`config.mk`:
```
export PLATFORM = sky130hd
export DESIGN_NAME = scan_pattern_gen
export DESIGN_NICKNAME = d
export VERILOG_FILES = /design/src/rtl/scan_pkg.sv /design/src/rtl/scan_step.sv /design/src/rtl/scan_pattern_gen.sv
export SDC_FILE = /design/constraint.sdc
export NUM_CORES = 1
export LEC_CHECK = 0
export CORE_UTILIZATION = 58
export CTS_CLUSTER_DIAMETER = 60
export CTS_CLUSTER_SIZE = 14
export DETAILED_ROUTE_END_ITERATION = 16
export GPL_ROUTABILITY_DRIVEN = 0
export PLACE_DENSITY = 0.8
export SLEW_MARGIN = 20
export SYNTH_ARGS = -nofsm -noshare
export SYNTH_HDL_FRONTEND = slang
export SYNTH_SLANG_ARGS = --single-unit
```
`constraint.sdc`:
```
create_clock -name clk -period 6.3 [get_ports clk]
set_input_delay 0.945 -clock clk [delete_from_list [all_inputs] [get_ports clk]]
set_output_delay 0.945 -clock clk [all_outputs]
set_load 0.02 [all_outputs]
```
`src/rtl/scan_pkg.sv`:
```
// Shared types and helpers for the scan-order generator.
// State encoding uses plain localparam constants so that older blocks can
// still import it; scan types are a proper enum.
package scan_pkg;

  typedef enum logic [1:0] {
    SCAN_DIAG = 2'd0,
    SCAN_HOR  = 2'd1,
    SCAN_VER  = 2'd2,
    SCAN_RSVD = 2'd3
  } scan_type_e;

  typedef logic [1:0] state_e;

  localparam state_e IDLE = 2'd0;
  localparam state_e LOAD = 2'd1;
  localparam state_e RUN  = 2'd2;
  localparam state_e DONE = 2'd3;

  // A start request is legal when the scan type is defined and both block
  // dimensions lie between 4 and the largest supported size.
  function automatic logic cfg_ok(input logic [2:0]  log2_w,
                                  input logic [2:0]  log2_h,
                                  input logic [1:0]  scan_type,
                                  input int unsigned max_log2_w,
                                  input int unsigned max_log2_h);
    cfg_ok = (scan_type != SCAN_RSVD) &&
             (32'(log2_w) >= 32'd2) && (32'(log2_w) <= max_log2_w) &&
             (32'(log2_h) >= 32'd2) && (32'(log2_h) <= max_log2_h);
  endfunction

endpackage

```
`src/rtl/scan_step.sv`:
```
// Combinational single-step of a coefficient scan: given the current (x, y)
// returns the next position (or the previous one when reverse is set) for
// diagonal, horizontal and vertical orders. Called only on positions that
// have a successor, so the wrap cases at the ends of the block are don't-care.
module scan_step
  import scan_pkg::*;
#(
  parameter int unsigned MAX_LOG2_W = 5,
  parameter int unsigned MAX_LOG2_H = 5,
  localparam int unsigned IDX_W = MAX_LOG2_W + MAX_LOG2_H
) (
  input  logic [MAX_LOG2_W-1:0] x,
  input  logic [MAX_LOG2_H-1:0] y,
  input  logic [2:0]            log2_w,
  input  logic [2:0]            log2_h,
  input  scan_type_e            scan_type,
  input  logic                  reverse,
  output logic [MAX_LOG2_W-1:0] next_x,
  output logic [MAX_LOG2_H-1:0] next_y
);

  localparam logic [IDX_W-1:0] ONE = IDX_W'(1);

  logic [IDX_W-1:0] xe;
  logic [IDX_W-1:0] ye;
  logic [IDX_W-1:0] w_m1;
  logic [IDX_W-1:0] h_m1;
  logic [IDX_W-1:0] d;
  logic [IDX_W-1:0] nx;
  logic [IDX_W-1:0] ny;

  // Work in index-wide arithmetic so the anti-diagonal sum x+y never wraps.
  always_comb begin
    xe   = IDX_W'(x);
    ye   = IDX_W'(y);
    w_m1 = (ONE << log2_w) - ONE;
    h_m1 = (ONE << log2_h) - ONE;
    d    = '0;
    nx   = xe;
    ny   = ye;
    case (scan_type)
      SCAN_DIAG: begin
        if (!reverse) begin
          if ((ye == '0) || (xe == w_m1)) begin
            d  = xe + ye + ONE;
            ny = (d < h_m1) ? d : h_m1;
            nx = d - ny;
          end else begin
            nx = xe + ONE;
            ny = ye - ONE;
          end
        end else begin
          if ((xe == '0) || (ye == h_m1)) begin
            d  = xe + ye - ONE;
            nx = (d < w_m1) ? d : w_m1;
            ny = d - nx;
          end else begin
            nx = xe - ONE;
            ny = ye + ONE;
          end
        end
      end
      SCAN_HOR: begin
        if (!reverse) begin
          if (xe == w_m1) begin
            nx = '0;
            ny = ye + ONE;
          end else begin
            nx = xe + ONE;
          end
        end else begin
          if (xe == '0) begin
            nx = w_m1;
            ny = ye - ONE;
          end else begin
            nx = xe - ONE;
          end
        end
      end
      SCAN_VER: begin
        if (!reverse) begin
          if (ye == h_m1) begin
            ny = '0;
            nx = xe + ONE;
          end else begin
            ny = ye + ONE;
          end
        end else begin
          if (ye == '0) begin
            ny = h_m1;
            nx = xe - ONE;
          end else begin
            ny = ye - ONE;
          end
        end
      end
      default: begin
        nx = xe;
        ny = ye;
      end
    endcase
    next_x = MAX_LOG2_W'(nx);
    next_y = MAX_LOG2_H'(ny);
  end

endmodule

```
`src/rtl/scan_pattern_gen.sv`:
```
// Scan-order generator for RDOQ coefficient processing. Walks a transform
// block in diagonal, horizontal or vertical order, forward or reverse, and
// streams one (x, y, raster, index) tuple per cycle over valid/ready.
// Optional feature macro SCAN_LAST_POS_EN: adds the last_pos port and lets a
// reverse scan start at an arbitrary scan index, found by a forward seek in
// LOAD.
module scan_pattern_gen
  import scan_pkg::*;
#(
  parameter int unsigned MAX_LOG2_W = 5,
  parameter int unsigned MAX_LOG2_H = 5,
  localparam int unsigned IDX_W = MAX_LOG2_W + MAX_LOG2_H
) (
  input  logic                  clk,
  input  logic                  rst_n,
  input  logic                  start,
  input  logic [2:0]            log2_w,
  input  logic [2:0]            log2_h,
  input  logic [1:0]            scan_type,
  input  logic                  reverse,
`ifdef SCAN_LAST_POS_EN
  input  logic [IDX_W-1:0]      last_pos,
`endif
  output logic                  busy,
  output logic                  out_valid,
  input  logic                  out_ready,
  output logic [MAX_LOG2_W-1:0] out_x,
  output logic [MAX_LOG2_H-1:0] out_y,
  output logic [IDX_W-1:0]      out_raster,
  output logic [IDX_W-1:0]      out_idx,
  output logic                  out_last,
  output logic                  done,
  output logic                  cfg_err
);

  localparam logic [IDX_W-1:0] ONE = IDX_W'(1);

  state_e                state_q,     state_d;
  logic [2:0]            log2_w_q,    log2_w_d;
  logic [2:0]            log2_h_q,    log2_h_d;
  scan_type_e            scan_type_q, scan_type_d;
  logic                  reverse_q,   reverse_d;
  logic [MAX_LOG2_W-1:0] x_q,         x_d;
  logic [MAX_LOG2_H-1:0] y_q,         y_d;
  logic [IDX_W-1:0]      idx_q,       idx_d;
  logic                  cfg_err_q,   cfg_err_d;
`ifdef SCAN_LAST_POS_EN
  logic [IDX_W-1:0]      target_q,    target_d;
  logic [IDX_W-1:0]      target_clamped;
`else
  logic [IDX_W-1:0]      w_m1;
  logic [IDX_W-1:0]      h_m1;
`endif

  logic [IDX_W-1:0]      n_m1;
  logic                  handshake;
  logic                  step_reverse;
  logic [MAX_LOG2_W-1:0] step_x;
  logic [MAX_LOG2_H-1:0] step_y;

  // The seek in LOAD always walks forward; only RUN honours the direction.
  assign step_reverse = reverse_q && (state_q == RUN);

  scan_step #(
    .MAX_LOG2_W (MAX_LOG2_W),
    .MAX_LOG2_H (MAX_LOG2_H)
  ) u_step (
    .x         (x_q),
    .y         (y_q),
    .log2_w    (log2_w_q),
    .log2_h    (log2_h_q),
    .scan_type (scan_type_q),
    .reverse   (step_reverse),
    .next_x    (step_x),
    .next_y    (step_y)
  );

  // N-1 wraps cleanly to all-ones when the block fills the whole index range.
  assign n_m1 = (ONE << ({1'b0, log2_w_q} + {1'b0, log2_h_q})) - ONE;
`ifdef SCAN_LAST_POS_EN
  assign target_clamped = (target_q > n_m1) ? n_m1 : target_q;
`else
  assign w_m1 = (ONE << log2_w_q) - ONE;
  assign h_m1 = (ONE << log2_h_q) - ONE;
`endif

  assign busy       = (state_q == LOAD) || (state_q == RUN);
  assign out_valid  = (state_q == RUN);
  assign done       = (state_q == DONE);
  assign cfg_err    = cfg_err_q;
  assign out_x      = x_q;
  assign out_y      = y_q;
  assign out_raster = (IDX_W'(y_q) << log2_w_q) | IDX_W'(x_q);
  assign out_idx    = idx_q;
  assign out_last   = (state_q == RUN) && (reverse_q ? (idx_q == '0) : (idx_q == n_m1));
  assign handshake  = out_valid && out_ready;

  // Next-state logic: config capture, first-tuple setup, and stepping on
  // each accepted tuple.
  always_comb begin
    state_d     = state_q;
    log2_w_d    = log2_w_q;
    log2_h_d    = log2_h_q;
    scan_type_d = scan_type_q;
    reverse_d   = reverse_q;
    x_d         = x_q;
    y_d         = y_q;
    idx_d       = idx_q;
    cfg_err_d   = 1'b0;
`ifdef SCAN_LAST_POS_EN
    target_d    = target_q;
`endif
    case (state_q)
      IDLE: begin
        if (start) begin
          if (cfg_ok(log2_w, log2_h, scan_type, MAX_LOG2_W, MAX_LOG2_H)) begin
            state_d     = LOAD;
            log2_w_d    = log2_w;
            log2_h_d    = log2_h;
            scan_type_d = scan_type_e'(scan_type);
            reverse_d   = reverse;
            x_d         = '0;
            y_d         = '0;
            idx_d       = '0;
`ifdef SCAN_LAST_POS_EN
            target_d    = last_pos;
`endif
          end else begin
            cfg_err_d = 1'b1;
          end
        end
      end
      LOAD: begin
`ifdef SCAN_LAST_POS_EN
        if (reverse_q) begin
          if (idx_q == target_clamped) begin
            state_d = RUN;
          end else begin
            x_d   = step_x;
            y_d   = step_y;
            idx_d = idx_q + ONE;
          end
        end else begin
          state_d = RUN;
        end
`else
        if (reverse_q) begin
          x_d   = MAX_LOG2_W'(w_m1);
          y_d   = MAX_LOG2_H'(h_m1);
          idx_d = n_m1;
        end
        state_d = RUN;
`endif
      end
      RUN: begin
        if (handshake) begin
          if (out_last) begin
            state_d = DONE;
          end else begin
            x_d   = step_x;
            y_d   = step_y;
            idx_d = reverse_q ? (idx_q - ONE) : (idx_q + ONE);
          end
        end
      end
      DONE: begin
        state_d = IDLE;
      end
      default: begin
        state_d = IDLE;
      end
    endcase
  end

  // State and datapath registers; reset aborts any scan in flight.
  always_ff @(posedge clk or negedge rst_n) begin
    if (!rst_n) begin
      state_q     <= IDLE;
      log2_w_q    <= '0;
      log2_h_q    <= '0;
      scan_type_q <= SCAN_DIAG;
      reverse_q   <= 1'b0;
      x_q         <= '0;
      y_q         <= '0;
      idx_q       <= '0;
      cfg_err_q   <= 1'b0;
`ifdef SCAN_LAST_POS_EN
      target_q    <= '0;
`endif
    end else begin
      state_q     <= state_d;
      log2_w_q    <= log2_w_d;
      log2_h_q    <= log2_h_d;
      scan_type_q <= scan_type_d;
      reverse_q   <= reverse_d;
      x_q         <= x_d;
      y_q         <= y_d;
      idx_q       <= idx_d;
      cfg_err_q   <= cfg_err_d;
`ifdef SCAN_LAST_POS_EN
      target_q    <= target_d;
`endif
    end
  end

endmodule
```
After elaboration in Yosys (flattened, before gate mapping)
Cells that the tools add are included.

word-level totals
  word-level logic and storage cells = 124
  flip-flop bits (word level) = 32
  input bits = 13
  output and inout bits = 35

cells by class
  magnitude comparators = 6
  shift operators = 4
  bitwise gates (word level) = 1
  add/subtract/negate cells = 15
  equal/unequal tests = 20
  multiplexer cells = 48
  reduce and logical (&&, ||, !) cells = 21

operators by type and width
  cell                                                    count
  2-to-1 mux 5 bit                                        28
  2-to-1 mux 10 bit                                       6
  case mux 5 bit (3 select lines)                         4
  subtractor 10 x 1 -> 10 bit (second input constant)     4
  case mux 10 bit (3 select lines)                        1
  equality test 5 x 10 -> 1 bit                           2
  < comparator 10 bit                                     2
  left shift 1 x 3 -> 10 bit (first input constant)       2
  AND reduction 9 bit                                     2
  adder 10 x 1 -> 10 bit (second input constant)          1
  adder 5 x 1 -> 5 bit (second input constant)            2
  equality test 10 bit                                    1
  logical NOT 10 bit                                      1
  logical NOT 5 bit                                       2
  inequality test 2 bit (second input constant)           5
  bitwise OR 10 x 5 -> 10 bit                             1
  left shift 1 x 4 -> 10 bit (first input constant)       1
  left shift 5 x 3 -> 10 bit                              1
  subtractor 5 x 1 -> 5 bit (second input constant)       2
  subtractor 5 bit                                        2
  2-to-1 mux 2 bit                                        4
  inequality test 4 x 2 -> 1 bit (second input constant)  2
  inequality test 4 bit (second input constant)           2
  case mux 2 bit (4 select lines)                         1
  18 further kinds                                        36

Depth between registers and ports, before layout
Gate-level depths: netlist of run 1.

  word-level depth = 11
  gate-level depth with buffers = 23
  depth with buffers taken out = 22

Hierarchy
From an unflattened synthesis of run 1, not the netlist that was laid out.

unflattened totals
  cell total of the unflattened synthesis = 799
  area, all modules = 6223.5 um^2

by module, submodules not included
  module            times used  area each (um^2)  sequential area each (um^2)  cells an instance
  scan_step         1           3141.8            0.0                          433
  scan_pattern_gen  1           3081.7            800.8                        366

Least setup slack after synthesis of run 1
OpenSTA, ideal clock, no wires.

  path kind = register -> register
  start point = reg x_q[0] (netlist: out_x[0])
  end point = reg y_q[3] (netlist: out_y[3])
  cell stages (with the launch flop) = 20
  clock period less this slack = 4.962 ns
  setup time = 0.126 ns
  slack = 1.338 ns
  arrival time = 4.836 ns
  data required time = 6.174 ns
  buffers on the path = 0
  path through = dfrtp_1 -> ha_1 -> fa_1 -> xnor2_1 -> o211ai_1 -> nor3b_1 -> ha_1 -> and4_1 -> o311a_1 -> a211oi_2 -> mux2_2 -> ha_1 -> nand2_1 -> o21ai_0 -> xor2_1 -> nand2_1 -> mux2i_1 -> a211o_1 -> a32oi_1 -> o21ai_0

between the ends
  cells in the longest elaborated chain, start to end = 11
  elaborated cells on any way between the ends = 22
  classes of those cells = add/sub (4); order compare (2); eq/ne (3); mux (9); reduce/logical (4)

RTL lines
  what                             line                              text
  from (decl)                      scan_pattern_gen.sv:43            logic [MAX_LOG2_W-1:0] x_q, x_d;
  from (signal assigned)           scan_pattern_gen.sv:183           x_q <= '0;
  from (signal assigned)           scan_pattern_gen.sv:196           x_q <= x_d;
  adder 5 x 5 -> 6 bit             scan_step.sv:45, scan_step.sv:54
  subtractor 6 x 1 -> 7 bit        scan_step.sv:54                   d = xe + ye - ONE;
  < comparator 10 bit              scan_step.sv:55                   nx = (d < w_m1) ? d : w_m1;
  2-to-1 mux 5 bit                 scan_step.sv:55
  subtractor 5 bit                 scan_step.sv:56                   ny = d - nx;
  2-to-1 mux 5 bit                 scan_step.sv:53                   if ((xe == '0) || (ye == h_m1)) begin
  2-to-1 mux 5 bit                 scan_step.sv:43                   if (!reverse) begin
  case mux 5 bit (3 select lines)  scan_step.sv:41                   case (scan_type)
  2-to-1 mux 5 bit                 scan_pattern_gen.sv:157           if (out_last) begin
  2-to-1 mux 5 bit                 scan_pattern_gen.sv:156           if (handshake) begin
  case mux 5 bit (3 select lines)  scan_pattern_gen.sv:113           case (state_q)
  to (signal assigned)             scan_pattern_gen.sv:197           y_q <= y_d;
  to (decl)                        scan_pattern_gen.sv:44            logic [MAX_LOG2_H-1:0] y_q, y_d;

Several ways; a longest one is shown, not always the timed one. The select of a mux whose other input is x is not followed.
A chain may end at the register's enable or synchronous reset.

Worst setup path after layout of run 1
  start point = reg log2_h_q[1]
  end point = out out_last

between the ends
  cells in the longest elaborated chain, start to end = 6

RTL lines
  what                         line                     text
  from (decl)                  scan_pattern_gen.sv:40   logic [2:0] log2_h_q, log2_h_d;
  from (signal assigned)       scan_pattern_gen.sv:193  log2_h_q <= log2_h_d;
  adder 3 x 3 -> 4 bit         scan_pattern_gen.sv:79   assign n_m1 = (ONE << ({1'b0, log2_w_q} + {1'b0, log2_h_q})) - ONE;
  left shift 1 x 4 -> 10 bit   scan_pattern_gen.sv:79
  subtractor 10 x 1 -> 10 bit  scan_pattern_gen.sv:79
  equality test 10 bit         scan_pattern_gen.sv:95   assign out_last = (state_q == RUN) && (reverse_q ? (idx_q == '0) : (idx_q == n_m1));
  2-to-1 mux 1 bit             scan_pattern_gen.sv:95
  logical AND 1 bit            scan_pattern_gen.sv:95
  to (decl)                    scan_pattern_gen.sv:31   output logic out_last,

No other way between the ends.

==> flow_summary.toml, run 1 <==
[status]
outcome = "finished, final reports clean"

[critical_path]
reg2reg_capture_point = "out_y[3]$_DFFE_PN0P_"
cpLargestDelayFamily = "simple AND/OR/NAND/NOR gates"
worst_setup_path_start_kind = "flip-flop"
worst_setup_path_end_kind = "output pin"
r2r_setup_slack_ns = 0.65
timing.reg2reg.worst_path_depth = 19
critPathMaxStageDelay_ns = 0.62
crit_chain = "inv_1 > fa_1 > buf_4 > or4bb_1 > o32a_1 > ha_1 > nor3b_2 > nand4_1 > a31o_1 > a222oi_1 > nand3_1 > a21oi_1 > clkdlybuf4s50_1"
worst-path-buf-inv = 3
critPathKind = "flip-flop to output pin"
r2r_start = "out_y[0]$_DFFE_PN0P_"
worst-endpoint-required_ns = 5.35
worst-endpoint-arrival_ns = 5.03
slowest_stage = "sky130_fd_sc_hd__dfrtp_1"
crit_path_max_fanout = 16

[sta]
timing.final.max_slew_violations = 0
max-slew-margin-rel_pct = 48.3
clock.fmax_ghz = 0.167
timing.final.crit_share_pct = 94.9
worst_pin_slew_ns = 0.772
setup_viol = 0
grt_setup_unrepaired = "false"
fin_setup_tns_ns = 0
whs_ns = 0.606
timing.final.crit_period_ns = 5.98
final_hold_vios = 0
fin_skew_ns = 0.0119
post_layout_worst_setup_margin_ns = 0.322

[clock_network]
clock_insertion_delay_worst_skew_ns = 0.29
cts_htree_levels = 2
cts_tree = "yes"
ctsRootBufferMaster = "sky130_fd_sc_hd__clkbuf_8"
ctsLongestPathBuffers = 2
cts.sink_count = 32
cts.hold.buffers_added = 0
number_of_buffers_created_by_cts = 5
worst_setup_hold_path_clk_slew_ns = 0.08

[placed_design]
dp_slack_ns = 0.686
dpl.hpwl_um = 12400
dp_cells = 818
numPortBuffers = 47

[grt]
track_usage_pct = 35.5
largest_net_degree_at_the_start_of_global_routing = 33
grt_pass1_vias = 5304
first_pass_grt_wire_length_um = 26900
grt-ovfl-total = 0
number_of_antenna_violations_at_the_first_check_in_global_routing = 0

[logic_synthesis]
synth-edff-count = 0
synth.yosys.warnings = 0
synth_area_per_cell_um2 = 7.67
cell_area_synth_mm2 = 0.00526
yosysTopAreaCell = "sky130_fd_sc_hd__dfrtp_1"
synth_top_flop_cell = "sky130_fd_sc_hd__dfrtp_1"
post_synth_main_area_contributors = "sky130_fd_sc_hd__dfrtp_1, sky130_fd_sc_hd__ha_1, sky130_fd_sc_hd__nand2_1, sky130_fd_sc_hd__a21oi_1, sky130_fd_sc_hd__xnor2_1"
netlist-cell-type-count = 87
synthArstFlopShare_pct = 100
synth-seq-area-share_pct = 15.2
yosysTopAreaCellShare_pct = 15.2
flop_and_latch_count_out_of_synthesis = 32
synthesis.instances = 686

[drt]
drt_pass1_iterations = 10
drt-initial-drc-count = 744
post_drt_wl_per_cell_um = 20.3
drc = 0
antenna_violating_nets_post_route = 0
vias = 5722
drt-total-wl_um = 16800
routed_via_density = 6.93

[floorplanning]
initial_core_util_pct = 60.1
floorplan.die.width_um = 97.3
core_box_area_mm2 = 0.00876
dieArea_mm2 = 0.00946
io_pins = 48
fp_rows = 34
die_h_um = 97.3

[finish]
final_nets = 790
area_growth_from_synthesis_to_final_layout_pct = 13.0
final_layout_size_suffix_gt1_share_pct = 7.38
nFillCells = 761
fin_cells = 826
number_of_diodes_added_for_antenna_fixing = 0

[min_path]
min_path_type = "flip-flop to flip-flop"
timing.hold.worst_endpoint = "state_q[0]$_DFFE_PN0P_"
beginning_of_the_worst_hold_path = "state_q[0]$_DFFE_PN0P_"
timing.hold.worst_path_depth = 1

[job]
timing.max_cap.violations = 0
[worst max-delay path by stage]
stage | cells after the start | end | slack [ns] | startpoint
after floorplan | 19 | out_y[3]$_DFFE_PN0P_ | 1.34 | out_x[0]$_DFFE_PN0P_
after global placement | 14 | out_last | 0.79 | log2_h_q[0]$_DFFE_PN0P_
after detailed placement | 14 | out_last | 0.69 | log2_h_q[0]$_DFFE_PN0P_
after CTS | 14 | out_last | 0.31 | log2_h_q[0]$_DFFE_PN0P_
after global routing | 14 | out_last | 0.10 | log2_h_q[0]$_DFFE_PN0P_
final | 13 | out_last | 0.32 | log2_h_q[1]$_DFFE_PN0P_
[cells in the mapped netlist, drive strengths merged (4+ instances only)]
| master | count |
|---|---|
| ha | 55 |
| mux2i | 17 |
| nand3 | 22 |
| mux2 | 8 |
| a21oi | 50 |
| o22ai | 6 |
| fa | 5 |
| nand2 | 73 |
| or3 | 8 |
| xnor2 | 28 |
| nor2 | 44 |
| inv | 35 |
| dfrtp | 32 |
| nand4 | 10 |
| nor3 | 16 |
| nand2b | 5 |
| o211ai | 11 |
| buf | 15 |
| a31oi | 11 |
| o21ai | 40 |
| o21a | 5 |
| and2 | 6 |
| a21o | 15 |
| xor2 | 14 |
| o2111ai | 9 |
| a21boi | 4 |
| nor3b | 4 |
| o311ai | 4 |
| nor4b | 5 |
| o31ai | 10 |
| a211o | 4 |
| and3 | 4 |
| clkbuf | 26 |
| nor2b | 4 |
| a22oi | 5 |
| a211oi | 9 |
[layout make-up]
type / count / area (µm²) / share of cell area [%]
clock buffers: 7 / 96.3 / 1.62
clock inverters: 1 / 30.0 / 0.505
inverters: 38 / 143 / 2.40
multi-input cells: 577 / 4150 / 69.8
flip-flops and latches: 32 / 802 / 13.5
well taps: 108 / 135 / 2.27
repair buffers: 63 / 591 / 9.93
[metal layers]
layer	vias up	part of all wire, %	wire [µm]	global-route usage (%)
met5	-	0	0	0
met4	0	2.6	438	11.1
met3	59	12	2010	6.91
met2	344	45	7480	56.1
met1	2692	41	6880	48.8
li1	2627	-	-	-
[through the flow]
step	area [µm²]	util [%]
final	5940	67.8
after global routing	5940	67.8
after CTS	5940	67.8
after detailed placement	5820	66.4
after global placement	5820	66.4
after floorplan	5270	-
[layout by cell type (no fill, tap or decap), types with 5 or more instances in the layout]
master	n
sky130_fd_sc_hd__nand2_1	73
sky130_fd_sc_hd__ha_1	55
sky130_fd_sc_hd__a21oi_1	48
sky130_fd_sc_hd__clkdlybuf4s50_1	47
sky130_fd_sc_hd__nor2_1	44
sky130_fd_sc_hd__o21ai_0	38
sky130_fd_sc_hd__inv_1	35
sky130_fd_sc_hd__dfrtp_1	31
sky130_fd_sc_hd__xnor2_1	27
sky130_fd_sc_hd__nand3_1	22
sky130_fd_sc_hd__mux2i_1	17
sky130_fd_sc_hd__nor3_1	16
sky130_fd_sc_hd__buf_4	16
sky130_fd_sc_hd__a21o_1	14
sky130_fd_sc_hd__xor2_1	14
sky130_fd_sc_hd__a31oi_1	11
sky130_fd_sc_hd__o31ai_1	10
sky130_fd_sc_hd__o211ai_1	10
sky130_fd_sc_hd__nand4_1	10
sky130_fd_sc_hd__o2111ai_1	9
sky130_fd_sc_hd__mux2_2	8
sky130_fd_sc_hd__a211oi_1	8
sky130_fd_sc_hd__or3_1	8
sky130_fd_sc_hd__clkbuf_8	7
sky130_fd_sc_hd__and2_1	6
sky130_fd_sc_hd__o22ai_1	6
sky130_fd_sc_hd__nand2b_1	5
sky130_fd_sc_hd__nor4b_1	5
sky130_fd_sc_hd__o21a_1	5
sky130_fd_sc_hd__a22oi_1	5
sky130_fd_sc_hd__fa_1	5
[cells by family after synthesis]
family	synth area share, %
other cells	0.0713
mux	4.95
buf+inv	6.11
fa+ha+maj	15.0
flops	15.2
compound gates	29.9
xor+xnor	7.56
simple gates	21.3
[timing repair]
item                       CTS  global route
setup endpoints to repair    0             1
setup buffers                0             0
gates resized for setup      0             1
[worst reg2reg max path: cells and delay by family (launching register included)]
kind	cells	cell delay, ns
XOR/XNOR	2	0.69
AND/OR/NAND/NOR	3	0.93
flip-flops	1	0.45
adder cells (fa/ha/maj)	4	1.32
AO/OA/AOI/OAI	8	1.74
multiplexers	2	0.43
[flip-flops by register name, indices dropped and copies added, names as in the netlist]
| signal | flops |
|---|---|
| out_x | 5 |
| cfg_err | 1 |
| state_q | 2 |
| reverse_q | 1 |
| out_y | 5 |
| log2_w_q | 3 |
| log2_h_q | 3 |
| scan_type_q | 2 |
| out_idx | 10 |
Power of run 1 is not shown: default switching activity piles up to over one toggle a cycle in this logic, so the estimate is an artifact.
==> inputs of run 2 (changes only) <==
--- a/config.mk
+++ b/config.mk
@@ -10,6 +10,7 @@
 export CTS_CLUSTER_SIZE = 14
 export DETAILED_ROUTE_END_ITERATION = 16
 export GPL_ROUTABILITY_DRIVEN = 0
+export MAX_ROUTING_LAYER = met4
 export PLACE_DENSITY = 0.8
 export SLEW_MARGIN = 20
 export SYNTH_ARGS = -nofsm -noshare
==> run 2 against run 1 <==
  * Hold slack about the same
  * Count of clock-buffer cells in the layout stayed put
  * Setup slack worse by 0.042 ns
  * Sequential share of layout area unchanged
  * Die area stayed put
  * Final cell count is the same
  * Global-route usage is 1.0 points higher
  * Maximum frequency down 0.70%
==> flow_summary.toml, run 2 (same netlist as run 1, synthesis figures left out) <==
[grt]
track_usage_pct = 36.5
grt-ovfl-total = 0
first_pass_grt_wire_length_um = 26900
grt_pass1_vias = 5309
number_of_antenna_violations_at_the_first_check_in_global_routing = 0
largest_net_degree_at_the_start_of_global_routing = 33

[sta]
fin_setup_tns_ns = 0
worst_pin_slew_ns = 0.777
clock.fmax_ghz = 0.166
timing.final.crit_share_pct = 95.6
setup_viol = 0
final_hold_vios = 0
fin_skew_ns = 0.0124
timing.final.crit_period_ns = 6.02
timing.final.max_slew_violations = 0
grt_setup_unrepaired = "false"
max-slew-margin-rel_pct = 48.0

[finish]
largest_reg_flops = 10
final_layout_size_suffix_gt1_share_pct = 7.38
number_of_diodes_added_for_antenna_fixing = 0
most-common-layout-cells = "sky130_fd_sc_hd__nand2_1, sky130_fd_sc_hd__ha_1, sky130_fd_sc_hd__a21oi_1"
final_nets = 790
area_growth_from_synthesis_to_final_layout_pct = 13.0
finalCoreUtilization_pct = 67.8
most_common_library_cell_in_the_layout_ignoring_fill_and_taps = "sky130_fd_sc_hd__nand2_1"

[drt]
topRoutingLayerUsed = "met4"
wl_met3_um = 1850
drc = 0
drt_pass1_iterations = 9
post_drt_wl_per_cell_um = 20.4
drt-initial-drc-count = 813
routed_via_density = 6.97
drt-total-wl_um = 16900
antenna_violating_nets_post_route = 0
wl_met2_um = 7450
vias = 5754
met1Wirelength_um = 7040

[clock_network]
cts_tree = "yes"
cts.sink_count = 32
post_cts_resize_count = 0
ctsRootBufferMaster = "sky130_fd_sc_hd__clkbuf_8"
cts_htree_levels = 2
worst_setup_hold_path_clk_slew_ns = 0.08
cts.hold.buffers_added = 0
number_of_buffers_created_by_cts = 5
ctsLongestPathBuffers = 2
post-cts-setup-buffers = 0
clock_insertion_delay_worst_skew_ns = 0.30

[critical_path]
worst-endpoint-required_ns = 5.35
crit_chain = "ha_1 > inv_1 > fa_1 > buf_4 > or4bb_1 > o32a_1 > ha_1 > nor3b_2 > nand4_1 > a31o_1 > a222oi_1 > nand3_1 > a21oi_1 > clkdlybuf4s50_1"
worst-endpoint-arrival_ns = 5.08
cpLargestDelayFamily = "simple AND/OR/NAND/NOR gates"
critPathMaxStageDelay_ns = 0.63
worst_setup_path_end_kind = "output pin"
worst_setup_path_start_kind = "flip-flop"
worst-path-buf-inv = 3
slowest_stage = "sky130_fd_sc_hd__clkdlybuf4s50_1"
path_common_cell = "sky130_fd_sc_hd__ha_1"
r2r_start = "out_y[0]$_DFFE_PN0P_"
worst_setup_path_startpoint = "log2_h_q[0]$_DFFE_PN0P_"
critPathKind = "flip-flop to output pin"
crit_path_max_fanout = 15

[floorplanning]
core_box_area_mm2 = 0.00876
dieArea_mm2 = 0.00946
die_h_um = 97.3
floorplan.die.width_um = 97.3
fp_rows = 34
io_pins = 48
initial_core_util_pct = 60.1

[placed_design]
numPortBuffers = 47
dpl.hpwl_um = 12400

[min_path]
beginning_of_the_worst_hold_path = "state_q[0]$_DFFE_PN0P_"
min_path_type = "flip-flop to flip-flop"

[status]
outcome = "finished, final reports clean"

[job]
timing.max_cap.violations = 0
## run 2: cell counts in the layout (fill, tap and decap cells not counted)
Identical to the previous run, type by type.
## run 2: path summary, 6_finish.rpt
path	endpoint	slack, ns	depth (start not counted)
worst max register to register	out_y[3]$_DFFE_PN0P_	0.66	19
min in group asynchronous	state_q[1]$_DFFE_PN0P_	1.05	2
worst min-delay path	state_q[0]$_DFFE_PN0P_	0.61	1
max in group asynchronous	log2_h_q[0]$_DFFE_PN0P_	4.91	2
worst max-delay path	out_last	0.28	14
worst min register to register	state_q[0]$_DFFE_PN0P_	0.61	1
## run 2: worst reg2reg max path: stages (launching register included)
cell and delay (ns):
sky130_fd_sc_hd__dfrtp_1 0.44, sky130_fd_sc_hd__ha_1 0.25, sky130_fd_sc_hd__fa_1 0.41, sky130_fd_sc_hd__xnor2_1 0.52
sky130_fd_sc_hd__o211ai_1 0.26, sky130_fd_sc_hd__nor3b_1 0.59, sky130_fd_sc_hd__ha_1 0.36, sky130_fd_sc_hd__and4_1 0.23
sky130_fd_sc_hd__o311a_1 0.12, sky130_fd_sc_hd__a211oi_2 0.54, sky130_fd_sc_hd__mux2i_1 0.36, sky130_fd_sc_hd__ha_1 0.30
sky130_fd_sc_hd__a21oi_1 0.15, sky130_fd_sc_hd__o21ai_0 0.11, sky130_fd_sc_hd__xor2_1 0.17, sky130_fd_sc_hd__nand2_1 0.09
sky130_fd_sc_hd__mux2i_1 0.07, sky130_fd_sc_hd__a211o_1 0.28, sky130_fd_sc_hd__a32oi_1 0.18, sky130_fd_sc_hd__o21ai_0 0.10
## run 2: final cells by class
cell class                      instances  area, µm²
Multi-Input combinational cell        577       4150
Timing Repair Buffer                   63        591
Inverter                               38        143
Fill cell                             761       2820
Clock inverter                          1       30.0
Sequential cell                        32        802
Clock buffer                            7       96.3
Tap cell                              108        135
## run 2: through the flow
stage	cells	cell area [µm²]	hold WS, ns	setup slack, ns
after global routing	826	5940	0.629	0.0987
after global placement	818	5820	0.544	0.790
final	826	5940	0.606	0.280
after detailed placement	818	5820	0.587	0.686
after CTS	826	5940	0.603	0.307
after floorplan	688	5270	0.528	1.34
## run 2: routing by layer
layer  up-vias  GRT usage, %
met4         0          10.9
li1       2628             -
met5         -             -
met1      2716          48.8
met2       331          56.2
met3        79          6.91
Power of run 2 is left out for the same reason.
==> inputs of run 3 (changes only) <==
--- a/config.mk
+++ b/config.mk
@@ -5,11 +5,12 @@
 export SDC_FILE = /design/constraint.sdc
 export NUM_CORES = 1
 export LEC_CHECK = 0
+export CAP_MARGIN = 10
 export CORE_UTILIZATION = 58
+export CTS_BUF_LIST = sky130_fd_sc_hd__clkbuf_4 sky130_fd_sc_hd__clkbuf_8 sky130_fd_sc_hd__clkbuf_16
 export CTS_CLUSTER_DIAMETER = 60
 export CTS_CLUSTER_SIZE = 14
 export DETAILED_ROUTE_END_ITERATION = 16
-export GPL_ROUTABILITY_DRIVEN = 0
 export MAX_ROUTING_LAYER = met4
 export PLACE_DENSITY = 0.8
 export SLEW_MARGIN = 20
==> run 3 against run 2 <==
  * Setup slack better by 0.14 ns
  * Non-clock buffer count up 2
  * Final area down 0.34%
  * Clock skew down 0.0050 ns
  * First-iteration DRC count down 17%
==> flow_summary.toml, run 3 (same netlist as run 1, synthesis figures left out) <==
[sta]
clock.fmax_ghz = 0.170
timing.final.crit_period_ns = 5.88
fin_skew_ns = 0.00735
final_hold_vios = 0
grt_setup_unrepaired = "false"
post_layout_worst_setup_margin_ns = 0.416
setup_viol = 0
worst_pin_slew_ns = 0.812
timing.final.crit_share_pct = 93.4
timing.final.max_slew_violations = 0
max-slew-margin-rel_pct = 45.7
fin_setup_tns_ns = 0

[placed_design]
numPortBuffers = 47
final_wtd_congestion = 0.980
detailed_place.area_mm2 = 0.00583
dp_slack_ns = 0.577
dpl.hpwl_um = 13100

[drt]
routed_via_density = 6.95
antenna_violating_nets_post_route = 0
drc = 0
drt-total-wl_um = 17600
vias = 5752
post_drt_wl_per_cell_um = 21.3
drt-initial-drc-count = 671
drt_pass1_iterations = 5

[floorplanning]
dieArea_mm2 = 0.00946
core_box_area_mm2 = 0.00876
die_h_um = 97.3
fp_rows = 34
initial_core_util_pct = 60.1
io_pins = 48
floorplan.die.width_um = 97.3

[grt]
grt-ovfl-total = 0
grt_pass1_vias = 5506
largest_net_degree_at_the_start_of_global_routing = 34
track_usage_pct = 38.8
number_of_antenna_violations_at_the_first_check_in_global_routing = 0
first_pass_grt_wire_length_um = 28300

[critical_path]
worst-endpoint-arrival_ns = 4.94
r2r_start = "out_y[0]$_DFFE_PN0P_"
crit_chain = "ha_1 > inv_1 > fa_1 > buf_4 > or4bb_1 > o32a_1 > ha_2 > nor3b_2 > nand4_1 > a31o_1 > a222oi_1 > nand3_1 > a21oi_1 > clkdlybuf4s50_1"
slowest_stage = "sky130_fd_sc_hd__clkdlybuf4s50_1"
critPathMaxStageDelay_ns = 0.62
cpLargestDelayFamily = "simple AND/OR/NAND/NOR gates"
worst_setup_path_start_kind = "flip-flop"
worst-endpoint-required_ns = 5.35
worst-path-buf-inv = 3
worst_setup_path_startpoint = "log2_h_q[0]$_DFFE_PN0P_"
worst_setup_path_end_kind = "output pin"
critPathKind = "flip-flop to output pin"
crit_path_max_fanout = 15

[clock_network]
number_of_buffers_created_by_cts = 5
cts_htree_levels = 2
ctsRootBufferMaster = "sky130_fd_sc_hd__clkbuf_8"
post-cts-setup-buffers = 0
cts_tree = "yes"
worst_setup_hold_path_clk_slew_ns = 0.08
ctsLongestPathBuffers = 2
cts.sink_count = 32
clock_insertion_delay_worst_skew_ns = 0.30

[finish]
area_growth_from_synthesis_to_final_layout_pct = 12.6
largest_reg_flops = 10
most-common-layout-cells = "sky130_fd_sc_hd__nand2_1, sky130_fd_sc_hd__ha_1, sky130_fd_sc_hd__a21oi_1"
area.sequential_um2 = 803
final_nets = 792
postLayoutCellArea_mm2 = 0.00592
final_layout_size_suffix_gt1_share_pct = 7.92
most_common_library_cell_in_the_layout_ignoring_fill_and_taps = "sky130_fd_sc_hd__nand2_1"
multiInputGateArea_mm2 = 0.00415
nFillCells = 776
number_of_diodes_added_for_antenna_fixing = 0

[min_path]
beginning_of_the_worst_hold_path = "state_q[0]$_DFFE_PN0P_"
min_path_type = "flip-flop to flip-flop"

[status]
outcome = "finished, final reports clean"

[job]
timing.max_cap.violations = 0
==> run 3: what timing repair did <==
item / in CTS / in global routing
endpoints found under the setup margin: 0 / 1
hold buffers: 0 / 0
gates resized for setup: 0 / 2
==> run 3: worst paths after layout <==
check / to / slack (ns) / depth (start not counted)
worst max-delay path: out_last / 0.42 / 14
worst min-delay path: state_q[0]$_DFFE_PN0P_ / 0.58 / 1
worst max register to register: out_y[3]$_DFFE_PN0P_ / 0.64 / 19
worst min register to register: state_q[0]$_DFFE_PN0P_ / 0.58 / 1
max in group asynchronous: reverse_q$_DFFE_PN0P_ / 4.89 / 2
min in group asynchronous: log2_w_q[2]$_DFFE_PN0P_ / 1.07 / 2
==> run 3: cell type report <==
class,instances,share of cell area [%]
multi-input combinational,577,70.1
clock buffer,5,1.16
sequential,32,13.6
tap,108,2.28
inverter,38,2.41
timing repair buffer,65,10.2
clock inverter,3,0.317
==> run 3: stage by stage <==
step | util [%] | hold slack [ns] | instances
after floorplan | - | 0.528 | 688
after global placement | 66.5 | 0.549 | 820
after detailed placement | 66.5 | 0.571 | 820
after CTS | 67.5 | 0.591 | 828
after global routing | 67.6 | 0.611 | 828
final | 67.6 | 0.584 | 828
==> run 3: per-layer routing <==
| metal | track usage, % | routed length [µm] | vias up | share of wire (%) |
|---|---|---|---|---|
| li1 | - | - | 2619 | - |
| met1 | 53.7 | 7490 | 2677 | 42 |
| met4 | 16.7 | 621 | 0 | 3.5 |
| met2 | 54.7 | 7430 | 386 | 42 |
| met5 | - | 0 | - | 0 |
| met3 | 7.91 | 2090 | 70 | 12 |
Power of run 3 is left out for the same reason.
==> patch (config.mk and constraints of run 3) <==
`MAX_LOG2_W` is set to 5 in 2 places; all go to 4.
--- a/src/rtl/scan_step.sv
+++ b/src/rtl/scan_step.sv
@@ -5,7 +5,7 @@
 module scan_step
   import scan_pkg::*;
 #(
-  parameter int unsigned MAX_LOG2_W = 5,
+  parameter int unsigned MAX_LOG2_W = 4,
   parameter int unsigned MAX_LOG2_H = 5,
   localparam int unsigned IDX_W = MAX_LOG2_W + MAX_LOG2_H
 ) (
--- a/src/rtl/scan_pattern_gen.sv
+++ b/src/rtl/scan_pattern_gen.sv
@@ -7,7 +7,7 @@
 module scan_pattern_gen
   import scan_pkg::*;
 #(
-  parameter int unsigned MAX_LOG2_W = 5,
+  parameter int unsigned MAX_LOG2_W = 4,
   parameter int unsigned MAX_LOG2_H = 5,
   localparam int unsigned IDX_W = MAX_LOG2_W + MAX_LOG2_H
 ) (
Ports: changed (resized out_idx, out_raster and out_x); port bits go from 48 to 45. No check against the original RTL was run, so the function may have changed too.
==> patch against run 3 <==
  * Wire length is 1.6% lower
  * Cell area decreased by 1.9%
  * Fmax decreased by 1.1%
  * Setup slack got worse by 0.063 ns
  * Sequential cell count shrank 2
  * Sequential share of layout area down 0.64 points
  * Area after synthesis shrank 1.9%
  * Highest routed layer unchanged
Power is not shown: default switching activity piles up to over one toggle a cycle in this logic, so the estimate is an artifact.
==> patch: results (changes against run 3) <==
* Number of global-route vias before repair at 5,059 (-8.1%)
* Largest fanout on the critical path at 10 (-5)
* Area contributors post-synth: dfrtp_1 (15%), ha_1 (13%), xnor2_1 (4.9%), nand2_1 (4.1%), mux2i_1 (3.9%)
* Routability cong. at 1.03 (+4.7%)
* Repair and plain buffers at 60 (-7.7%)
* Met1 usage at 55.2% (+1.5 points)
* Layout Skew at 0.0109 ns (+0.00359 ns)
* Global-route wire length before repair at 26.9 mm (-5.2%)
* Tot GR Track Use at 39.9% (+1.2 points)
* Wl on met1 at 7.45 mm (-0.47%)
* Metal2 WL at 7.73 mm (+4.0%)
* CP max stage delay at 0.59 ns (-0.03 ns)
* Hold_sp: scan_type_q[0]
* GR Util met3 at 7.82% (-0.094 points)
* Inverters at 43 (+13%)
* Status: completed
* Buffer share of cell area at 9.64% (-0.58 points)
* XOR/XNOR Fraction of Synth Area at 8.82% (+1.3 points)
* FF-to-FF setup slack at 0.38 ns (-0.26 ns)
* Post-synthesis sequential area ratio at 14.5% (-0.67 points)
* Hold path endpoint: scan_type_q[0]
* Final WL at 17.4 mm (-1.6%)
* Comb_multi_in at 562 (-2.6%)
* Detailed-placement wirelength estimate at 13.3 mm (+1.0%)
* # nets final at 772 (-2.5%)
* Clock buffer count at 6 (+1)
* Clock-cell share at 1.64% (+0.16 points)
* CTS Sinks at 30 (-6.3%)
* Layout cells sized above 1 at 9.39% (+1.5 points)
-- patch: changes by cell type in the layout (fill, tap and decap cells not counted), moves of 8 or more --
cell / delta
nor3_1: +12
o2111ai_1: -8
mux2_2: +8
a21oi_1: -9
nand2_1: -16
-- patch: stage by stage --
stage / util [%] / hold slack [ns] / cell area, um^2 / std cells
6_report: 67.0 / 0.544 / 5810 / 811
4_1_cts: 66.9 / 0.547 / 5800 / 811
5_1_grt: 67.0 / 0.568 / 5810 / 811
2_1_floorplan: - / 0.506 / 5160 / 673
3_5_place_dp: 65.8 / 0.528 / 5710 / 803
3_3_place_gp: 65.8 / 0.519 / 5710 / 803
-- patch: how the worst max path moves through the flow --
stage,slack (ns),cells past startpoint,start,endpoint
finish,0.35,18,log2_h_q[0],out_last
CTS,0.31,17,log2_h_q[0],out_last
global placement,0.74,17,log2_h_q[0],out_last
floorplan,1.13,21,out_y[0],out_y[4]
global route,0.009,18,log2_h_q[0],out_last
detailed placement,0.51,21,out_x[0],out_y[4]
